$ cat src/rtl/cam_pkg.sv
// Shared definitions for the camera frame statistics block.
// Latency: n/a (types and constants only).
// Backpressure: n/a.
package cam_pkg;

    localparam int CAM_BYTE_W  = 20;
    localparam int CAM_LINE_W  = 12;
    localparam int CAM_FRAME_W = 16;
    localparam int CAM_SKIP_W  = 4;

    // Frame tracking states. WAIT_VS is only used after reset, so a frame that
    // was already in progress when reset released is never counted.
    typedef enum logic [1:0] {
        ST_WAIT_VS = 2'd0,
        ST_BLANK   = 2'd1,
        ST_ACTIVE  = 2'd2
    } cam_state_t;

endpackage

$ cat src/rtl/cam_sync_edge.sv
// Registers a pclk-synchronous strobe once and flags its rising/falling edges.
// Latency: edge flags are combinational against the registered copy (visible in
//          the same cycle the input changes, acted on at the next clock edge).
// Backpressure: none.
// Ports: i_clk/i_rst clock and async active-high reset, i_d strobe in,
//        o_rise/o_fall single-cycle edge flags.
module cam_sync_edge (
    input  logic i_clk,
    input  logic i_rst,
    input  logic i_d,
    output logic o_rise,
    output logic o_fall
);

    logic r_d;

    always_ff @(posedge i_clk or posedge i_rst) begin
        if (i_rst) begin
            r_d <= 1'b0;
        end else begin
            r_d <= i_d;
        end
    end

    assign o_rise = i_d & ~r_d;
    assign o_fall = ~i_d & r_d;

endmodule

$ cat src/rtl/cam_frame_stats.sv
// Per-frame byte/line statistics for a DVP-style camera (href/vsync), with a
// decimated read trigger. Latency: totals, frame_done and read_trig appear the
// cycle after the vsync rising edge that ends a frame. Backpressure: none.
// Ports: pclk/reset clock and async active-high reset; href/vsync camera syncs;
//        arm/skip trigger enable and decimation; byte_count/line_count latched
//        totals; frame_count completed frames; frame_done/read_trig pulses;
//        len_err/ovf sticky per-frame flags; busy high while a frame is active.
module cam_frame_stats
    import cam_pkg::*;
#(
    parameter int BYTE_W  = CAM_BYTE_W,
    parameter int LINE_W  = CAM_LINE_W,
    parameter int FRAME_W = CAM_FRAME_W,
    parameter int SKIP_W  = CAM_SKIP_W
) (
    input  logic               pclk,
    input  logic               reset,
    input  logic               href,
    input  logic               vsync,
    input  logic               arm,
    input  logic [SKIP_W-1:0]  skip,
    output logic [BYTE_W-1:0]  byte_count,
    output logic [LINE_W-1:0]  line_count,
    output logic [FRAME_W-1:0] frame_count,
    output logic               frame_done,
    output logic               read_trig,
    output logic               len_err,
    output logic               ovf,
    output logic               busy
);

    logic w_vs_rise;
    logic w_vs_fall;
    logic w_href_rise;
    logic w_href_fall;

    cam_sync_edge u_vs_edge (
        .i_clk  (pclk),
        .i_rst  (reset),
        .i_d    (vsync),
        .o_rise (w_vs_rise),
        .o_fall (w_vs_fall)
    );

    cam_sync_edge u_href_edge (
        .i_clk  (pclk),
        .i_rst  (reset),
        .i_d    (href),
        .o_rise (w_href_rise),
        .o_fall (w_href_fall)
    );

    // ---------------- frame FSM ----------------
    cam_state_t r_state;
    cam_state_t w_state_nxt;
    logic       w_enter;      // BLANK -> ACTIVE this cycle
    logic       w_frame_end;  // ACTIVE -> BLANK this cycle

    always_ff @(posedge pclk or posedge reset) begin
        if (reset) begin
            r_state <= ST_WAIT_VS;
        end else begin
            r_state <= w_state_nxt;
        end
    end

    always_comb begin
        w_state_nxt = r_state;
        w_enter     = 1'b0;
        w_frame_end = 1'b0;
        case (r_state)
            ST_WAIT_VS: begin
                if (w_vs_rise) begin
                    w_state_nxt = ST_BLANK;
                end
            end
            ST_BLANK: begin
                if (w_vs_fall) begin
                    w_state_nxt = ST_ACTIVE;
                    w_enter     = 1'b1;
                end
            end
            ST_ACTIVE: begin
                if (w_vs_rise) begin
                    w_state_nxt = ST_BLANK;
                    w_frame_end = 1'b1;
                end
            end
            default: begin
                w_state_nxt = ST_WAIT_VS;
            end
        endcase
    end

    // ---------------- running counters ----------------
    logic [BYTE_W-1:0] r_byte_cnt;
    logic [LINE_W-1:0] r_line_cnt;
    logic [BYTE_W-1:0] r_line_len;
    logic [BYTE_W-1:0] r_ref_len;
    logic              r_ref_vld;
    logic              r_len_err;
    logic              r_ovf;

    logic              w_active;
    logic              w_byte_inc;
    logic              w_byte_sat;
    logic [BYTE_W-1:0] w_byte_nxt;
    logic              w_line_inc;
    logic              w_line_sat;
    logic [LINE_W-1:0] w_line_nxt;
    logic [BYTE_W-1:0] w_len_nxt;

    assign w_active   = (r_state == ST_ACTIVE);
    assign w_byte_inc = w_active & href;
    assign w_byte_sat = &r_byte_cnt;
    assign w_byte_nxt = (w_byte_inc & ~w_byte_sat) ? r_byte_cnt + 1'b1 : r_byte_cnt;

    // A line closes on href falling, or at frame end if href is still high
    // (the open line is counted, including the byte sampled in that cycle).
    assign w_line_inc = w_active & (w_href_fall | (w_frame_end & href));
    assign w_line_sat = &r_line_cnt;
    assign w_line_nxt = (w_line_inc & ~w_line_sat) ? r_line_cnt + 1'b1 : r_line_cnt;

    // Current line length including this cycle. A rising href restarts it, so
    // at a falling edge it already holds the finished line's length.
    always_comb begin
        w_len_nxt = r_line_len;
        if (href) begin
            if (w_href_rise) begin
                w_len_nxt = {{(BYTE_W-1){1'b0}}, 1'b1};
            end else if (~&r_line_len) begin
                w_len_nxt = r_line_len + 1'b1;
            end
        end
    end

    always_ff @(posedge pclk or posedge reset) begin
        if (reset) begin
            r_byte_cnt <= '0;
            r_line_cnt <= '0;
            r_line_len <= '0;
            r_ref_len  <= '0;
            r_ref_vld  <= 1'b0;
            r_len_err  <= 1'b0;
            r_ovf      <= 1'b0;
        end else if (w_enter) begin
            r_byte_cnt <= '0;
            r_line_cnt <= '0;
            r_line_len <= '0;
            r_ref_len  <= '0;
            r_ref_vld  <= 1'b0;
            r_len_err  <= 1'b0;
            r_ovf      <= 1'b0;
        end else if (w_active) begin
            r_byte_cnt <= w_byte_nxt;
            r_line_cnt <= w_line_nxt;
            r_line_len <= w_len_nxt;
            if (w_line_inc) begin
                if (!r_ref_vld) begin
                    r_ref_len <= w_len_nxt;
                    r_ref_vld <= 1'b1;
                end else if (w_len_nxt != r_ref_len) begin
                    r_len_err <= 1'b1;
                end
            end
            if ((w_byte_inc & w_byte_sat) | (w_line_inc & w_line_sat)) begin
                r_ovf <= 1'b1;
            end
        end
    end

    // ---------------- frame-end results ----------------
    logic [BYTE_W-1:0]  r_byte_out;
    logic [LINE_W-1:0]  r_line_out;
    logic [FRAME_W-1:0] r_frame_cnt;
    logic [SKIP_W-1:0]  r_dec;
    logic               r_frame_done;
    logic               r_read_trig;

    // r_dec counts down the frames still to skip; arm and skip are only
    // sampled here, so changes take effect at the next frame end.
    always_ff @(posedge pclk or posedge reset) begin
        if (reset) begin
            r_byte_out   <= '0;
            r_line_out   <= '0;
            r_frame_cnt  <= '0;
            r_dec        <= '0;
            r_frame_done <= 1'b0;
            r_read_trig  <= 1'b0;
        end else begin
            r_frame_done <= w_frame_end;
            r_read_trig  <= w_frame_end & arm & (r_dec == '0);
            if (w_frame_end) begin
                r_byte_out  <= w_byte_nxt;
                r_line_out  <= w_line_nxt;
                r_frame_cnt <= r_frame_cnt + 1'b1;
                r_dec       <= (r_dec == '0) ? skip : r_dec - 1'b1;
            end
        end
    end

    assign byte_count  = r_byte_out;
    assign line_count  = r_line_out;
    assign frame_count = r_frame_cnt;
    assign frame_done  = r_frame_done;
    assign read_trig   = r_read_trig;
    assign len_err     = r_len_err;
    assign ovf         = r_ovf;
    assign busy        = w_active;

endmodule

$ cat config.mk
export PLATFORM = sky130hd
export DESIGN_NAME = cam_frame_stats
export DESIGN_NICKNAME = d
export VERILOG_FILES = /design/src/rtl/cam_pkg.sv /design/src/rtl/cam_sync_edge.sv /design/src/rtl/cam_frame_stats.sv
export SDC_FILE = /design/constraint.sdc
export NUM_CORES = 1
export LEC_CHECK = 0
export CORE_MARGIN = 8
export CORE_UTILIZATION = 51
export DETAILED_ROUTE_END_ITERATION = 8
export GPL_TIMING_DRIVEN = 0
export PLACE_DENSITY = 0.74
export SLEW_MARGIN = 20
export SYNTH_ARGS = -nofsm -noshare
export SYNTH_HDL_FRONTEND = slang
export SYNTH_SLANG_ARGS = --single-unit
export TNS_END_PERCENT = 5
$ cat constraint.sdc
create_clock -name pclk -period 15.7 [get_ports pclk]
set_input_delay 4.71 -clock pclk [delete_from_list [all_inputs] [get_ports pclk]]
set_output_delay 4.71 -clock pclk [all_outputs]
set_load 0.05 [all_outputs]
# Word level (Yosys, flattened, before mapping)

Index checks and enable logic that the tools add are counted.

Add/subtract/negate cells: 5
Eq/ne operators: 6
Mux-type cells: 34
Bitwise logic cells: 21
Reduce and logical (&&, ||, !) cells: 16

Operators with widths:

| operator                | count |
|---|---|
| $mux W20                | 12 |
| $add A20 B1 Y20 const B | 2 |
| $reduce_and A20 Y1      | 2 |
| $mux W12                | 3 |
| $ne A20 B20 Y1          | 1 |
| $add A16 B1 Y16 const B | 1 |
| $mux W1                 | 15 |
| $and A1 B1 Y1           | 13 |
| $add A12 B1 Y12 const B | 1 |
| $reduce_and A12 Y1      | 1 |
| $reduce_bool A2 Y1      | 5 |
| $not A1 Y1              | 6 |
| $reduce_and A2 Y1       | 3 |
| $logic_not A4 Y1        | 1 |
| $mux W2                 | 2 |
| $mux W4                 | 1 |
| $ne A2 B1 Y1 const B    | 2 |
| $pmux W2 S2             | 1 |
| $reduce_and A4 Y1       | 1 |
| $sub A4 B1 Y4 const B   | 1 |
| $reduce_and A3 Y1       | 1 |
| $eq A2 B1 Y1 const B    | 1 |
| $eq A2 B2 Y1 const B    | 1 |
| $logic_not A2 Y1        | 1 |
| other kinds (3)         | 4 |

Bits in registers: 133
Input bits: 9
Output and inout port bits: 53
Word-level logic and storage cells: 98

# Depth between registers and ports, before layout

Word-level depth: 12
Gate-level depth with buffers: 10
Depth with buffers taken out: 9

# Modules after synthesis

A second synthesis with hierarchy kept.

Cell total of the unflattened synthesis: 744
Area total of the unflattened synthesis: 6902.9 um^2

By module, submodules not included:

| module          | times used | cells an instance | area an instance (um^2) | seq. area each (um^2) |
|---|---|---|---|---|
| cam_frame_stats | 1          | 736               | 6815.3                  | 3278.1 |
| cam_sync_edge   | 2          | 4                 | 43.8                    | 25.0 |

# Worst setup path after synthesis

No wires, ideal clock.

Path type: input to register
From: input href
To: register r_line_out[11] (netlist: line_count[11])
Library setup time: 83 ps
Data arrival time: 6446 ps
Required time: 15617 ps
Slack: 9172 ps
Stages on the path: 10
Buffers on the path: 2
Cells stage by stage: buf_2 nand3b_1 a21oi_1 and2_1 buf_2 nand4_2 nor3_2 nand3_1 xor2_1 o21ai_0

Longest elaborated chain between the ends: 6
Elaborated cells on any way between the ends: 7
Classes of those cells: mux (1); bitwise (6)

Ends and longest elaborated chain:

| item                 | RTL line               | text |
|---|---|---|
| start, declared      | cam_frame_stats.sv:18  | `input logic href,` |
| $not A1 Y1           | cam_sync_edge.sv:26    | `assign o_fall = ~i_d & r_d;` |
| $and A1 B1 Y1        | cam_sync_edge.sv:26    |  |
| $or A1 B1 Y1 *       | cam_frame_stats.sv:120 | `assign w_line_inc = w_active & (w_href_fall \| (w_frame_end & href));` |
| $and A1 B1 Y1 *      | cam_frame_stats.sv:120 |  |
| $and A1 B1 Y1 *      | cam_frame_stats.sv:122 | `assign w_line_nxt = (w_line_inc & ~w_line_sat) ? r_line_cnt + 1'b1 : r_line_cnt;` |
| $mux W12 *           | cam_frame_stats.sv:122 |  |
| end signal, assigned | cam_frame_stats.sv:195 | `r_line_out <= w_line_nxt;` |
| end, declared        | cam_frame_stats.sv:174 | `logic [LINE_W-1:0] r_line_out;` |

Mark *: on every way between the ends. The rest lies on a longest branch, timed or not.
A chain may end at the register's enable or synchronous reset.

# Final worst setup path

From: register r_state[0]
To: output busy

Longest elaborated chain between the ends: 1

Ends and longest elaborated chain:

| item                   | RTL line               | text |
|---|---|---|
| start, declared        | cam_frame_stats.sv:54  | `cam_state_t r_state;` |
| start signal, assigned | cam_frame_stats.sv:63  | `r_state <= w_state_nxt;` |
| $eq A2 B2 Y1           | cam_frame_stats.sv:113 | `assign w_active = (r_state == ST_ACTIVE);` |
| end, declared          | cam_frame_stats.sv:29  | `output logic busy` |

Every way passes these cells.

==> results by group <==
Critical path
  – Critical path's top delay family: buffers and inverters
  – CP bufs+invs: 3
  – CP arrival: 2.65 ns
  – CP Max Fanout: 10
  – CP max stage cell: clkdlybuf4s50_1
  – Nature of the critical path endpoint: output port
  – Slowest cell delay on critical path: 0.92 ns
  – Crit start category: register
  – Cells along the critical path: nand2b_1, inv_1, clkbuf_1, clkdlybuf4s50_1
  – Required time worst endpoint: 10.99 ns
  – Critical path class: reg2out

Detailed routing
  – DR WL met2: 9840 um
  – Drt total wl: 20700 um
  – WL met3: 1370 um
  – Highest routed metal layer: met4
  – DRC violations left: 0
  – Routed via count: 6267
  – Iter 0 DRT Violations: 439
  – DRT met1 WL: 8870 um
  – WL/cell: 20.0 um
  – Via/cell ratio: 6.04
  – Antenna viol nets, final: 0
  – 1st-pass router iterations: 5

Synth
  – Mapped cell area: 7000 um2
  – Register bit total from synthesis: 133
  – Post-Syn Nets: 777
  – Cells after synthesis: 763
  – Synth unique cells: 67
  – Synth warnings: 0
  – Part of the Yosys area used for sequential elements: 0.475
  – Mean post-synth cell area: 9.18 um2
  – Main synth FF type: dfrtp_1
  – FFs w/ async S/R, synth: 1.00
  – EDFF count, synth: 0

Floorplanning
  – Die extent in x: 133 um
  – Row count: 43
  – I/O pins: 62
  – Core Region: 13700 um2
  – Initial Utilization: 0.512
  – Die area: 17700 um2
  – Die Span Y: 133 um

Placement
  – Post-place setup slack: 7.97 ns
  – Dpl hpwl: 14900 um
  – Placed cells: 1005
  – Placer Congestion: 0.900
  – # port buffers: 61

STA
  – Normalized max-slew margin: 0.486
  – Hold Vio Cnt, Final: 0
  – Clk_skew: 0.00754 ns
  – Period utilization: 0.469
  – Worst setup margin: 8.34 ns
  – RSZ-0062 raised after global routing: false
  – Worst-margin pin slew: 0.764 ns
  – F_max: 136 MHz
  – Post-Route Setup TNS: 0 ns
  – Final setup viols: 0
  – Max Slew Vio Count: 0
  – Minimum clock period after layout: 7.36 ns

Worst hold path
  – Hold Path Class: reg2reg

Run
  – Max-cap violations: 0

Clock tree
  – H-Tree Depth: 4
  – Hold_buf cts: 0
  – TritonCTS Buffers: 17
  – Post-CTS setup buffer count: 0
  – Worst-path clk slew: 0.05 ns
  – Num Clock Sinks: 133
  – Clock Tree Buf Depth: 2
  – CTS Root Cell: clkbuf_16
  – CTS tree: yes
  – Post_cts resized: 0
  – Clk Latency, worst-skew pair: 0.42 ns

Run status
  – Outcome: complete, no violations

Cells and area
  – Area grow syn2layout: 20.9%
  – Non-filler cells, final: 1037
  – Commonest cells after routing, fill and taps aside: dfrtp_1, nand2_1, o21ai_0
  – Fill count: 1128
  – ANT cells: 0
  – Final net count: 858
  – Layout cells sized above 1: 0.0782
  – Most common cell after layout, fill and taps aside: dfrtp_1

Global route
  – First-pass GRT wire length: 32900 um
  – Largest net degree at the start of global routing: 83
  – Vias in the first global route: 6161
  – GRT Util Overall: 0.235
  – Initial antenna violation count: 0
  – Grt ovf: 0

Power
  – Overall power: 0.000957 W
  – Max IR drop VDD: 79.0 uV
  – Leakage: 3.51 nW
  – P per Cell Area: 113 nW/um2
==> registers in the layout (all words and copies together) (netlist names), 2 cells and up <==
signal and flops:
r_ref_len 20, r_byte_cnt 20, byte_count 20, r_dec 4, line_count 12, r_line_cnt 12, r_line_len 20, frame_count 16
r_state 2
==> area by class of cell <==
cell class | instances | area [um2] | area share
buffer | 45 | 179 | 0.0211
clock buffer | 21 | 470 | 0.0556
clock inverter | 11 | 124 | 0.0146
inverter | 17 | 71.3 | 0.00842
multi-input combinational | 568 | 3430 | 0.405
sequential | 133 | 3330 | 0.393
tap | 180 | 225 | 0.0266
timing repair buffer | 62 | 638 | 0.0754
==> cell families after synthesis <==
logic type | after synthesis | synth area share
fa+ha+maj | 5 | 0.00893
simple gates | 311 | 0.227
buf+inv | 62 | 0.0347
flops | 133 | 0.475
mux | 15 | 0.0220
compound gates | 175 | 0.155
xor+xnor | 62 | 0.0775
==> cell usage after synthesis (all sizes together) (2+ instances only) <==
cell type / instances / area share
nand2b: 11 / 0.0098
a22o: 6 / 0.0075
nand2: 101 / 0.054
and2: 5 / 0.0045
a31o: 3 / 0.0038
nor4: 12 / 0.013
a311oi: 2 / 0.0025
or3: 3 / 0.0034
nor2: 38 / 0.021
clkbuf: 33 / 0.018
or2: 5 / 0.0045
a41oi: 2 / 0.0025
o31ai: 7 / 0.0075
or4: 3 / 0.0043
dfrtp: 133 / 0.48
xnor2: 31 / 0.039
o21a: 2 / 0.0021
a31oi: 6 / 0.0063
o41ai: 3 / 0.0038
nor3b: 2 / 0.0021
nand3b: 2 / 0.0021
inv: 17 / 0.0091
xor2: 31 / 0.039
a211oi: 5 / 0.0054
o211ai: 7 / 0.0075
ha: 5 / 0.0089
nand3: 62 / 0.045
a22oi: 2 / 0.0029
o31a: 2 / 0.0027
a211o: 2 / 0.0025
a21o: 4 / 0.0043
o22ai: 4 / 0.0036
nor2b: 9 / 0.0080
nor3: 19 / 0.014
and4: 4 / 0.0050
mux2: 3 / 0.0048
o21ai: 89 / 0.064
and3: 9 / 0.0080
nand4: 23 / 0.024
o2111ai: 2 / 0.0025
a21oi: 20 / 0.014
mux2i: 12 / 0.017
buf: 12 / 0.0079
==> metrics by stage <==
stage	hold WS (ns)	utilization	instance area [um2]
6_report	0.463	0.620	8470
5_1_grt	0.492	0.620	8470
4_1_cts	0.465	0.620	8470
3_5_place_dp	0.458	0.576	7870
3_3_place_gp	0.450	0.574	7840
2_1_floorplan	0.438	-	7000
==> final timing paths <==
path	end	slack [ns]	cells past startpoint	from
worst max register to register	len_err$_DFFE_PP0P_	12.37	10	r_line_len[1]$_DFFE_PP0P_
min in group asynchronous	line_count[0]$_DFFE_PP0P_	4.70	2	reset
worst min register to register	r_state[0]$_DFFE_PP0P_	0.46	1	r_state[0]$_DFFE_PP0P_
worst min-delay path	r_state[0]$_DFFE_PP0P_	0.46	1	r_state[0]$_DFFE_PP0P_
worst max-delay path	busy	8.34	4	r_state[0]$_DFFE_PP0P_
max in group asynchronous	byte_count[15]$_DFFE_PP0P_	10.28	3	reset
==> worst register-to-register path, delay by kind of cell, from the launching register on <==
kind / cells / cell delay, ns
adder cells (fa/ha/maj): 1 / 0.40
XOR/XNOR: 1 / 0.20
flip-flops: 1 / 0.47
buffers and inverters: 1 / 0.32
AO/OA/AOI/OAI: 4 / 1.05
AND/OR/NAND/NOR: 3 / 0.75
==> power breakdown <==
group	internal (W)	leakage, nW	switching [W]
Sequential	0.000365	1.83	0.0000268
Combinational	0.0000547	1.39	0.000110
Clock	0.000246	0.285	0.000153
==> per-layer routing <==
layer | track usage | vias up
li1 | - | 2895
met1 | 0.299 | 3077
met2 | 0.383 | 252
met3 | 0.0508 | 43
met4 | 0.0917 | 0
met5 | 0 | -
Note: power is estimated with default switching activity, not from simulation.
